## src/rtl/wb_sdram_master_pkg.sv

```systemverilog
// wb_sdram_master_pkg: shared FSM state encoding and default abort timeout
package wb_sdram_master_pkg;
   // 4-bit encoding keeps the state register as wide as the existing bus state field
   typedef enum logic [3:0] {
      ST_IDLE = 4'd0,
      ST_CYC  = 4'd1,
      ST_STB  = 4'd2,
      ST_ACK  = 4'd3,
      ST_REL  = 4'd4
   } state_t;
   localparam int TIMEOUT_DEF = 64;
endpackage

```

## src/rtl/wb_sdram_master_timeout_cnt.sv

```systemverilog
// wb_timeout_cnt: cycle counter that flags the cycle in which it would reach LIMIT-1
// Ports: i_clk, i_rst_n (async, active-low), i_clr (synchronous clear),
//        i_en (count this cycle), o_term (count reaches LIMIT-1 at the coming edge)
module wb_timeout_cnt
   import wb_sdram_master_pkg::*;
#(
   parameter int LIMIT = TIMEOUT_DEF
) (
   input  logic i_clk,
   input  logic i_rst_n,
   input  logic i_clr,
   input  logic i_en,
   output logic o_term
);
   localparam int W = $clog2(LIMIT + 1);
   logic [W-1:0] r_cnt;
   logic [W-1:0] w_nxt;
   assign w_nxt = r_cnt + 1'b1;
   // flagged one cycle early so the owner can leave exactly when the count lands on LIMIT-1
   assign o_term = i_en && (w_nxt == W'(LIMIT - 1));
   always_ff @(posedge i_clk or negedge i_rst_n)
      if (!i_rst_n) r_cnt <= '0;
      else if (i_clr) r_cnt <= '0;
      else if (i_en) r_cnt <= w_nxt;
endmodule

```

## src/rtl/wb_sdram_master.sv

```systemverilog
// wb_sdram_master: single-outstanding client request to Wishbone master bridge with ack timeout
// Ports: i_clk, i_rst_n (async, active-low)
//        client: i_req_valid/o_req_ready/i_req_we/i_req_addr/i_req_wdata/i_req_sel,
//                o_rsp_valid/o_rsp_rdata/o_rsp_err
//        bus:    o_cyc_i/o_stb_i/o_we_i/o_sel_i/o_addr_i/o_data_i, i_data_o/i_stall_o/i_sdram_ack
module wb_sdram_master
   import wb_sdram_master_pkg::*;
#(
   parameter int TIMEOUT = TIMEOUT_DEF,
   parameter int ADDR_W  = 32
) (
   input  logic              i_clk,
   input  logic              i_rst_n,
   input  logic              i_req_valid,
   output logic              o_req_ready,
   input  logic              i_req_we,
   input  logic [ADDR_W-1:0] i_req_addr,
   input  logic [31:0]       i_req_wdata,
   input  logic [3:0]        i_req_sel,
   output logic              o_rsp_valid,
   output logic [31:0]       o_rsp_rdata,
   output logic              o_rsp_err,
   output logic              o_cyc_i,
   output logic              o_stb_i,
   output logic              o_we_i,
   output logic [3:0]        o_sel_i,
   output logic [ADDR_W-1:0] o_addr_i,
   output logic [31:0]       o_data_i,
   input  logic [31:0]       i_data_o,
   input  logic              i_stall_o,
   input  logic              i_sdram_ack
);
   state_t            r_state, w_next;
   logic              r_we, r_err;
   logic [ADDR_W-1:0] r_addr;
   logic [31:0]       r_wdata, r_rdata;
   logic [3:0]        r_sel;
   logic              w_hs, w_term, w_set_err, w_cnt_en;
   assign w_hs        = i_req_valid && o_req_ready;
   assign w_cnt_en    = (r_state == ST_STB) || (r_state == ST_ACK);
   // ready is withheld while reset is asserted
   assign o_req_ready = (r_state == ST_IDLE) && i_rst_n;
   assign o_rsp_rdata = r_rdata;
   assign o_we_i      = o_cyc_i && r_we;
   assign o_sel_i     = o_cyc_i ? r_sel : '0;
   assign o_addr_i    = o_cyc_i ? r_addr : '0;
   assign o_data_i    = o_cyc_i ? r_wdata : '0;
   wb_timeout_cnt #(.LIMIT(TIMEOUT)) u_to (
      .i_clk   (i_clk),
      .i_rst_n (i_rst_n),
      .i_clr   (w_hs),
      .i_en    (w_cnt_en),
      .o_term  (w_term)
   );
   always_ff @(posedge i_clk or negedge i_rst_n)
      if (!i_rst_n) r_state <= ST_IDLE;
      else r_state <= w_next;
   always_comb begin
      w_next      = r_state;
      w_set_err   = 1'b0;
      o_cyc_i     = 1'b0;
      o_stb_i     = 1'b0;
      o_rsp_valid = 1'b0;
      o_rsp_err   = 1'b0;
      case (r_state)
         ST_IDLE: w_next = i_req_valid ? ST_CYC : ST_IDLE;
         ST_CYC: begin
            o_cyc_i = 1'b1;
            w_next  = ST_STB;
         end
         ST_STB: begin
            o_cyc_i   = 1'b1;
            o_stb_i   = 1'b1;
            w_set_err = w_term;
            w_next    = w_term ? ST_REL : (i_stall_o ? ST_STB : ST_ACK);
         end
         ST_ACK: begin
            o_cyc_i   = 1'b1;
            o_stb_i   = 1'b1;
            // an ack in the terminal cycle still completes the access normally
            w_set_err = w_term && !i_sdram_ack;
            w_next    = (i_sdram_ack || w_term) ? ST_REL : ST_ACK;
         end
         ST_REL: begin
            o_rsp_valid = 1'b1;
            o_rsp_err   = r_err;
            w_next      = ST_IDLE;
         end
         default: w_next = ST_IDLE;
      endcase
   end
   always_ff @(posedge i_clk or negedge i_rst_n)
      if (!i_rst_n) begin
         r_we    <= 1'b0;
         r_addr  <= '0;
         r_wdata <= '0;
         r_sel   <= '0;
         r_err   <= 1'b0;
         r_rdata <= '0;
      end else begin
         if (w_hs) begin
            r_we    <= i_req_we;
            r_addr  <= i_req_addr;
            r_wdata <= i_req_wdata;
            r_sel   <= i_req_sel;
            r_err   <= 1'b0;
         end else if (w_set_err) begin
            r_err <= 1'b1;
         end
         if (r_state == ST_ACK && i_sdram_ack && !r_we) r_rdata <= i_data_o;
      end
endmodule

```

## config.mk

```make
export PLATFORM = sky130hd
export DESIGN_NAME = wb_sdram_master
export DESIGN_NICKNAME = d
export VERILOG_FILES = /design/src/rtl/wb_sdram_master_pkg.sv /design/src/rtl/wb_sdram_master_timeout_cnt.sv /design/src/rtl/wb_sdram_master.sv
export SDC_FILE = /design/constraint.sdc
export NUM_CORES = 1
export LEC_CHECK = 0
export ABC_AREA = 1
export BUFFER_PORTS_ARGS = -buffer_cell sky130_fd_sc_hd__buf_4
export CAP_MARGIN = 40
export CORE_MARGIN = 2
export CORE_UTILIZATION = 40
export CTS_BUF_LIST = sky130_fd_sc_hd__clkbuf_8
export CTS_CLUSTER_SIZE = 14
export DETAILED_ROUTE_END_ITERATION = 6
export MAX_ROUTING_LAYER = met4
export PLACE_DENSITY_LB_ADDON = 0.1
export SLEW_MARGIN = 20
export SYNTH_ARGS = -nofsm -noshare
export SYNTH_HDL_FRONTEND = slang
export SYNTH_SLANG_ARGS = --single-unit
```

## constraint.sdc

```tcl
create_clock -name i_clk -period 4.2 [get_ports i_clk]
set_input_delay 0.84 -clock i_clk [delete_from_list [all_inputs] [get_ports i_clk]]
set_output_delay 0.84 -clock i_clk [all_outputs]
set_load 0.01 [all_outputs]
```

Word level (Yosys, flattened, before mapping):

Cells that the tools add are included.

* bits in registers: 113
* input bits: 106
* logic and storage cells: 47

* $add $sub $neg: 1
* equality and inequality tests: 5
* multiplexer cells: 17
* reduce and logical (&&, ||, !) cells: 16

Operator list (number)
* two-way mux 32 bit: 2
* two-way mux 7 bit: 2
* one-hot mux 3 bit (4 select lines): 1
* equality test 4 x 2 -> 1 bit (second input constant): 2
* two-way mux 1 bit: 8
* adder 7 x 1 -> 7 bit (second input constant): 1
* equality test 7 x 6 -> 1 bit (second input constant): 1
* logical AND 1 bit: 7
* two-way mux 3 bit: 2
* equality test 4 x 1 -> 1 bit (second input constant): 1
* equality test 4 x 3 -> 1 bit (second input constant): 1
* zero test 4 bit: 1
* two-way mux 4 bit: 1
* nonzero test 2 bit: 2
* OR reduction 3 bit: 1
* zero test 1 bit: 2
* logical OR 1 bit: 2
* one-hot mux 1 bit (2 select lines): 1
* OR reduction 2 bit: 1

Longest topological paths before layout:

Gate-level depths: netlist of run 1.

* depth after elaboration: 7
* mapped depth: 11

By module:

From an unflattened synthesis of run 1, not the netlist that was laid out.

* cells, all modules: 673
* area total of the unflattened synthesis: 5112.4 um^2

By module, submodules not included
* wb_sdram_master: times used 1, cells an instance 612, area each 4685.7 um^2, seq. area each 2627.5 um^2
* wb_timeout_cnt: times used 1, cells an instance 61, area each 426.7 um^2, seq. area each 175.2 um^2

Least setup slack after synthesis of run 1:

No wires, ideal clock.

* path type: reg2out
* start point: reg r_state[0]
* end point: out o_data_i[21]
* arrival: 1.279 ns
* slack: 2.081 ns
* cell stages (with the launch flop): 9
* buffers on the path: 2
* cells stage by stage: dfrtp_1 > inv_2 > nand2_2 > inv_2 > nor2_2 > inv_2 > buf_2 > buf_2 > nor2_1

* word-level cells in the longest chain between the ends: 4
* elaborated cells between the ends (all ways): 6
* classes of those cells: eq/ne: 3; mux: 2; reduce/logical: 1

RTL lines
* start, declared: RTL line wb_sdram_master.sv:33 `state_t r_state, w_next;`
* start signal, assigned: RTL line wb_sdram_master.sv:57 `else r_state <= w_next;`
* equality test 4 x 2 -> 1 bit / equality test 4 x 1 -> 1 bit (equally long branches): RTL line wb_sdram_master.sv:65 `case (r_state)`
* OR reduction 3 bit (no line) *
* two-way mux 1 bit *: RTL line wb_sdram_master.sv:65
* named net o_cyc_i: RTL line wb_sdram_master.sv:23 `output logic o_cyc_i,`
* two-way mux 32 bit *: RTL line wb_sdram_master.sv:47 `assign o_data_i = o_cyc_i ? r_wdata : '0;`
* end, declared: RTL line wb_sdram_master.sv:28 `output logic [31:0] o_data_i,`

Mark *: on every way through the listed nets, which the timed path passes. The rest lies on a longest branch.

Worst setup path in the final report of run 1:

* start point: reg r_state[1]
* end point: out o_addr_i[6]

* word-level cells in the longest chain between the ends: 4
* elaborated cells between the ends (all ways): 6
* classes of those cells: eq/ne: 3; mux: 2; reduce/logical: 1

RTL lines
* equality test 4 x 2 -> 1 bit / equality test 4 x 1 -> 1 bit (equally long branches): RTL line wb_sdram_master.sv:65
* OR reduction 3 bit (no line) *
* two-way mux 1 bit *: RTL line wb_sdram_master.sv:65
* two-way mux 32 bit *: RTL line wb_sdram_master.sv:46 `assign o_addr_i = o_cyc_i ? r_addr : '0;`
* end, declared: RTL line wb_sdram_master.sv:27 `output logic [ADDR_W-1:0] o_addr_i,`

Every way passes the cells marked *; elsewhere a longest branch is shown, timed or not.

==> out/metrics.cfg, run 1 <==
[clock_network]
cts_root_buf=clkbuf_8
post_cts_buffers=0
cts_made_buffers=9
cts_buffer_depth=2
cts.sinks=112
clk_pin_slew_ps=90
clock_latency_ps=360
htree_levels=3
tritoncts=built
cts.repair.resized=0
cts_hold_repair.buffers=0

[sta]
rsz0062_at_grt=false
setup_viol=0
hold_viol_final=0
hold_slack_ps=508
worst_slew_margin_rel=0.613
clock.fmax_mhz=348
final.setup.tns_ps=0
worst_pin_slew_ps=580
post-route-period-util=0.684
layout_min_cycle_time_ps=2870
drv_slew=0
finalClockSkew_ps=7.24

[global_route]
grt_pass1_vias=3840
grt_usage=0.177
grt_pass1_wl_um=18100
grt_overflow=0
grt_max_degree=88
antenna_found_initial=0

[floorplan]
start_util=0.414
io_pins=212
rows=40
core_um2=12100
floorplan.die_area_um2=13400
die_w_um=116
die_h_um=116

[finish]
nets=835
num-fill-cells=1138
diodes=0
areaGrowthSynthToFinish_pct=38.3
drive_gt1_frac=0.432

[route]
first_pass_iters=4
num_vias=4040
drtIter0Drc=141
drc=0
vias_per_cell=4.49
wl_per_cell_um=12.9
drtAntennaViolNets=0
drt-total-wl_um=11600

[synthesis]
ys_top_cells_by_area=dfrtp_1 (56%), o21ai_2 (7.0%), mux2_2 (7.0%)
synth_simple_gate_area_frac=0.143
post-synth-top-area-cell=dfrtp_1
synth-compound-area-share=0.114
synth_top_area_frac=0.559
synthCells=522
synth_nets=630
synth_seq_area_share=0.559
synth_mux_area_frac=0.0719
syn-cell-area_um2=5010
ys_types=24
ys_ff_latch=112
synth_top_family_by_area=simple AND/OR/NAND/NOR gates
synth_warnings=0
synth_fa_ha_area_frac=0.00499
synth.avg_cell_area_um2=9.60
synth_xor_area_frac=0

[placement]
gp_congestion=0.807
dpl.hpwl_um=9010
io_buffer_count=211

[power]
power.density_nw_per_um2=727
power.leakage_nw=3.55
irDropWorstVdd_mv=0.325

[setup_path]
reg2reg_to=r_addr[9]$_DFFE_PN0P_
reg2reg_depth=11
startpoint_type=flip-flop
rr_startpoint=r_state[1]$_DFF_PN0_
worstPathMaxFanout=35
worstPathRequired_ps=3360
worst_setup_path_end_kind=primary output
critPathKind=flip-flop to primary output
crit_arrival_ps=2030
reg2reg_slack_ps=2220

[min_path]
hold_depth=1
holdCritStartpoint=o_rsp_rdata[16]$_DFFE_PN0P_
min_to=o_rsp_rdata[16]$_DFFE_PN0P_
hold_class=flip-flop to flip-flop

[flow_run]
cap_violations=0

[run_status]
status=finished, final reports clean

kinds of logic after synthesis:
group / after synthesis
AOI/OAI and AO/OA: 83
muxes: 32
buffers and inverters: 113
and+or+nand+nor: 180
DFF: 112
adders and majority gates: 2
routing by layer:
layer,vias up,global-route usage,share of wire
met5,-,-,0
met4,0,0.0548,0.0085
met2,144,0.285,0.48
met3,8,0.0314,0.068
met1,1867,0.229,0.44
li1,2021,-,-
area by class of cell:
cell class	count	area, um^2	share of cell area
multi-input combinational	297	1670	0.241
tap	168	210	0.0303
inverter	88	333	0.0480
clock inverter	5	56.3	0.00812
timing repair buffer	219	1720	0.248
clock buffer	10	138	0.0198
sequential	112	2800	0.404
metrics by stage:
stage | utilization | cell area [um^2] | total power, mW | worst slack, ps | cells
after detailed placement | 0.554 | 6710 | 4.47 | 1660 | 883
after floorplan | - | 5010 | 3.26 | 2080 | 522
final | 0.573 | 6940 | 5.04 | 1330 | 899
after CTS | 0.570 | 6910 | 5.12 | 1290 | 898
after global placement | 0.549 | 6650 | 4.36 | 1570 | 880
after global routing | 0.573 | 6940 | 5.45 | 1170 | 899
sequential cells by signal, indices dropped and copies added, names as in the netlist:
| signal | cells |
|---|---|
| o_rsp_rdata | 32 |
| r_addr | 32 |
| r_wdata | 32 |
| u_to.r_cnt | 7 |
| r_sel | 4 |
| r_state | 3 |
| r_err | 1 |
| r_we | 1 |
how the worst max path moves through the flow:
| stage | start | to | slack (ps) | cells after the start |
|---|---|---|---|---|
| 2_1_floorplan | r_state[0]$_DFF_PN0_ | o_data_i[21] | 2080 | 8 |
| 3_3_place_gp | r_state[1]$_DFF_PN0_ | o_sel_i[1] | 1570 | 7 |
| 3_5_place_dp | i_rst_n | r_addr[9]$_DFFE_PN0P_ | 1660 | 8 |
| 4_1_cts | r_state[1]$_DFF_PN0_ | o_addr_i[6] | 1290 | 8 |
| 5_1_grt | r_state[1]$_DFF_PN0_ | o_addr_i[16] | 1170 | 8 |
| 6_report | r_state[1]$_DFF_PN0_ | o_addr_i[6] | 1330 | 8 |
report_power, final:
group	switching, mW	internal [mW]
registers	0.191	1.59
logic	1.36	1.27
clock network	0.341	0.289
cell usage after synthesis:
master and number:
a21oi_1 3, buf_2 6, buf_6 11, buf_8 2, clkbuf_1 6, dfrtp_1 112
ha_1 2, inv_1 84, inv_2 4, mux2_1 1, mux2_2 31, nand2_1 91
nand2_2 3, nand3_1 5, nand4_1 1, nand4_2 1, nor2_1 75, nor2_2 1
nor2_4 2, nor3_1 1, o21ai_0 26, o21ai_1 11, o21ai_2 40, o22ai_1 3
critical path, stage by stage, from the launching register on:
cell	delay (ps)
dfrtp_1	390
inv_1	140
nand2_2	90
inv_2	80
nor2_2	50
inv_2	430
buf_12	260
nor2_1	70
buf_4	140
placed cells by master, fill, tap and decap left out:
cell type	Yosys	layout
inv_2	4	3
inv_1	84	84
inv_4	0	1
clkinvlp_4	0	1
clkinv_2	0	2
clkbuf_8	0	10
nor3_1	1	1
bufinv_16	0	1
nand4_1	1	1
nand4_2	1	1
buf_12	0	3
buf_16	0	2
ha_1	2	2
nor2_4	2	2
mux2_2	31	31
a21oi_1	3	3
nand2_1	91	91
o21ai_2	40	40
dfrtp_1	112	112
o21ai_0	26	26
nor2_2	1	1
nand3_1	5	5
mux2_1	1	1
o22ai_1	3	3
inv_6	0	1
o21ai_1	11	11
buf_4	0	214
nand2_2	3	3
nor2_1	75	75
No activity file was read; power rests on OpenSTA's default activity.
==> inputs of run 2 (changes only) <==
Settings changed: ABC_AREA 1 to 0.
Clock period 4.2 ns to 2.52 ns, I/O delays scaled along.
==> out/metrics.cfg, run 2 <==
[global_route]
grt_usage=0.180  ; +0.00293
grt_pass1_wl_um=17700  ; -2.1%
grt_max_degree=113  ; +28%
use_met2=0.284  ; -0.000759
antenna_found_initial=0  ; unchanged
met1_usage=0.224  ; -0.00488
grt_use_met3=0.0515  ; +0.0202
grt_overflow=0  ; unchanged
grt_pass1_vias=3598  ; -6.3%
grt.busiest_layer=met2

[floorplan]
core_um2=11900  ; -1.7%
die_w_um=114  ; -1.8%
rows=40  ; unchanged
io_pins=212  ; unchanged
start_util=0.405  ; -0.00880
die_h_um=114  ; -1.8%
floorplan.die_area_um2=13000  ; -3.6%

[clock_network]
cts.repair.resized=0  ; unchanged
tritoncts=built
htree_levels=3  ; unchanged
clock_latency_ps=360  ; about the same
clk_pin_slew_ps=100  ; about the same
cts_root_buf=clkbuf_8
cts_hold_repair.buffers=0  ; unchanged
cts_buffer_depth=2  ; unchanged
post_cts_buffers=0  ; unchanged
cts.sinks=112  ; unchanged
cts_made_buffers=9  ; unchanged

[synthesis]
synthCells=366  ; -30%
synth_warnings=0  ; unchanged
ys_top_cells_by_area=dfrtp_1 (58%), mux2_2 (23%), and2_1 (9.3%)
synth_edf_count=0  ; unchanged
synth_top_area_frac=0.581  ; +0.0217
synth_ff_type=dfrtp_1
synth.avg_cell_area_um2=13.2  ; +37%
synth_seq_area_share=0.581  ; +0.0217
synth_nets=474  ; -25%
synth.cells.most_frequent=dfrtp_1 (112), mux2_2 (100), and2_1 (72)
post-synth-top-area-cell=dfrtp_1
yosysMostFrequentCell=dfrtp_1
ys_ff_latch=112  ; unchanged
syn-cell-area_um2=4830  ; -3.7%
async_flop_share=1.00  ; unchanged
ys_types=28  ; +17%

[finish]
nets=679  ; -19%
drive_gt1_frac=0.581  ; +0.149
areaGrowthSynthToFinish_pct=41.5
diodes=0  ; unchanged
design_area_um2=6830  ; -1.5%
final_cell_mix=buf_4 (213), dfrtp_1 (112), mux2_2 (100)
post-route-util=0.573  ; +0.000695
layout_commonest_cell=buf_4

[sta]
final.setup.tns_ps=0  ; unchanged
drv_slew=0  ; unchanged
hold_viol_final=0  ; unchanged
finalClockSkew_ps=11.3  ; +4.04 ps
hold_slack_ps=228  ; -280 ps
setup_viol=0  ; unchanged
worst_pin_slew_ps=586  ; +6.27 ps
layout_min_cycle_time_ps=2340
post-route-period-util=0.930
rsz0062_at_grt=false
clock.fmax_mhz=427
worst_slew_margin_rel=0.609  ; -0.00362

[route]
drtAntennaViolNets=0  ; unchanged
first_pass_iters=4  ; unchanged
drc=0  ; unchanged
drtIter0Drc=144  ; +2.1%
num_vias=3473  ; -14%
vias_per_cell=4.81  ; +7.0%
wl_per_cell_um=15.4  ; +19%
drt-total-wl_um=11100  ; -4.2%

[setup_path]
critPathKind=flip-flop to primary output
reg2reg_slack_ps=480  ; -1740 ps
reg2reg_to=o_rsp_rdata[13]$_DFFE_PN0P_
startpoint_type=flip-flop
reg2reg_depth=4  ; -7
rr_startpoint=r_state[2]$_DFF_PN0_
worstPathRequired_ps=2020  ; -1340 ps
cp-startpoint=r_state[2]$_DFF_PN0_
worstPathMaxFanout=13  ; -63%
max_stage_delay_ps=510  ; +80 ps
critPathTopFamily=simple AND/OR/NAND/NOR gates
crit_arrival_ps=1840  ; -190 ps
critPathSlowestCell=nand2b_1
critical_path.cell_chain=nand2b_1 > inv_1 > buf_4
worst-path-buf-inv=2  ; -3
worst_setup_path_end_kind=primary output

[placement]
placed_area_um2=6590  ; -1.8%
gp_congestion=0.727  ; -9.8%
dpl.hpwl_um=7960  ; -12%
io_buffer_count=211  ; unchanged

[min_path]
hold_class=input port to async pin

[power]
power.leakage_nw=3.31  ; -6.7%
irDropWorstVdd_mv=0.557  ; +71%
power.density_nw_per_um2=1250  ; +72%

[flow_run]
cap_violations=0  ; unchanged

[run_status]
status=finished, final reports clean

run 2: cell count changes after synthesis, moves of 40 or more:
cell,delta
mux2_2,+69
nand2_1,-82
o21ai_2,-40
inv_1,-82
nor2_1,-71
and2_1,+72
run 2: layer usage:
metal  up-vias  wire length, um
met1      1667             4810
met2       139             5320
met5         -                0
met4         0              189
li1       1649                -
met3        18              777
run 2: worst max path at each step:
| stage | end | slack [ps] | depth (start not counted) |
|---|---|---|---|
| after floorplan | r_state[0]$_DFF_PN0_ | 690 | 5 |
| after global placement | o_data_i[22] | 190 | 5 |
| after detailed placement | o_rsp_rdata[1]$_DFFE_PN0P_ | 510 | 4 |
| after CTS | o_stb_i | 170 | 3 |
| after global routing | o_stb_i | 8 | 3 |
| final | o_stb_i | 180 | 3 |
run 2: area by class of cell:
class / count / area [um^2]
fillers: 1046 / 5080
flip-flops and latches: 112 / 2800
multi-input cells: 230 / 1940
repair buffers: 216 / 1660
well taps: 147 / 184
clock buffers: 13 / 179
clock inverters: 2 / 60.1
inverters: 2 / 7.51
run 2: cell families (layout without fill, tap and decap cells):
group | count (synthesis) | after routing | share of synthesized area
flops | 112 | 112 | 0.581
mux | 102 | 102 | 0.238
simple gates | 100 | 100 | 0.123
compound gates | 26 | 26 | 0.0309
buf+inv | 24 | 233 | 0.0223
fa+ha+maj | 2 | 2 | 0.00518
run 2: worst register-to-register path: stages, from the launching register on:
cell and delay [ps]:
dfrtp_1 460, nand2b_1 430, nor3_4 250, buf_4 390, mux2_2 400
run 2: power breakdown:
group / switching, mW / total [mW] / internal, mW
Combinational: 1.78 / 4.19 / 2.41
Clock: 0.570 / 1.23 / 0.664
Sequential: 0.446 / 3.10 / 2.66
Total: 2.80 / 8.53 / 5.73
run 2: metrics by stage:
| stage | cells | setup slack [ps] | total power, mW |
|---|---|---|---|
| floorplan | 366 | 687 | 5.27 |
| global placement | 706 | 189 | 7.23 |
| detailed placement | 707 | 507 | 7.39 |
| CTS | 722 | 173 | 8.64 |
| global route | 722 | 7.96 | 9.15 |
| finish | 722 | 178 | 8.53 |
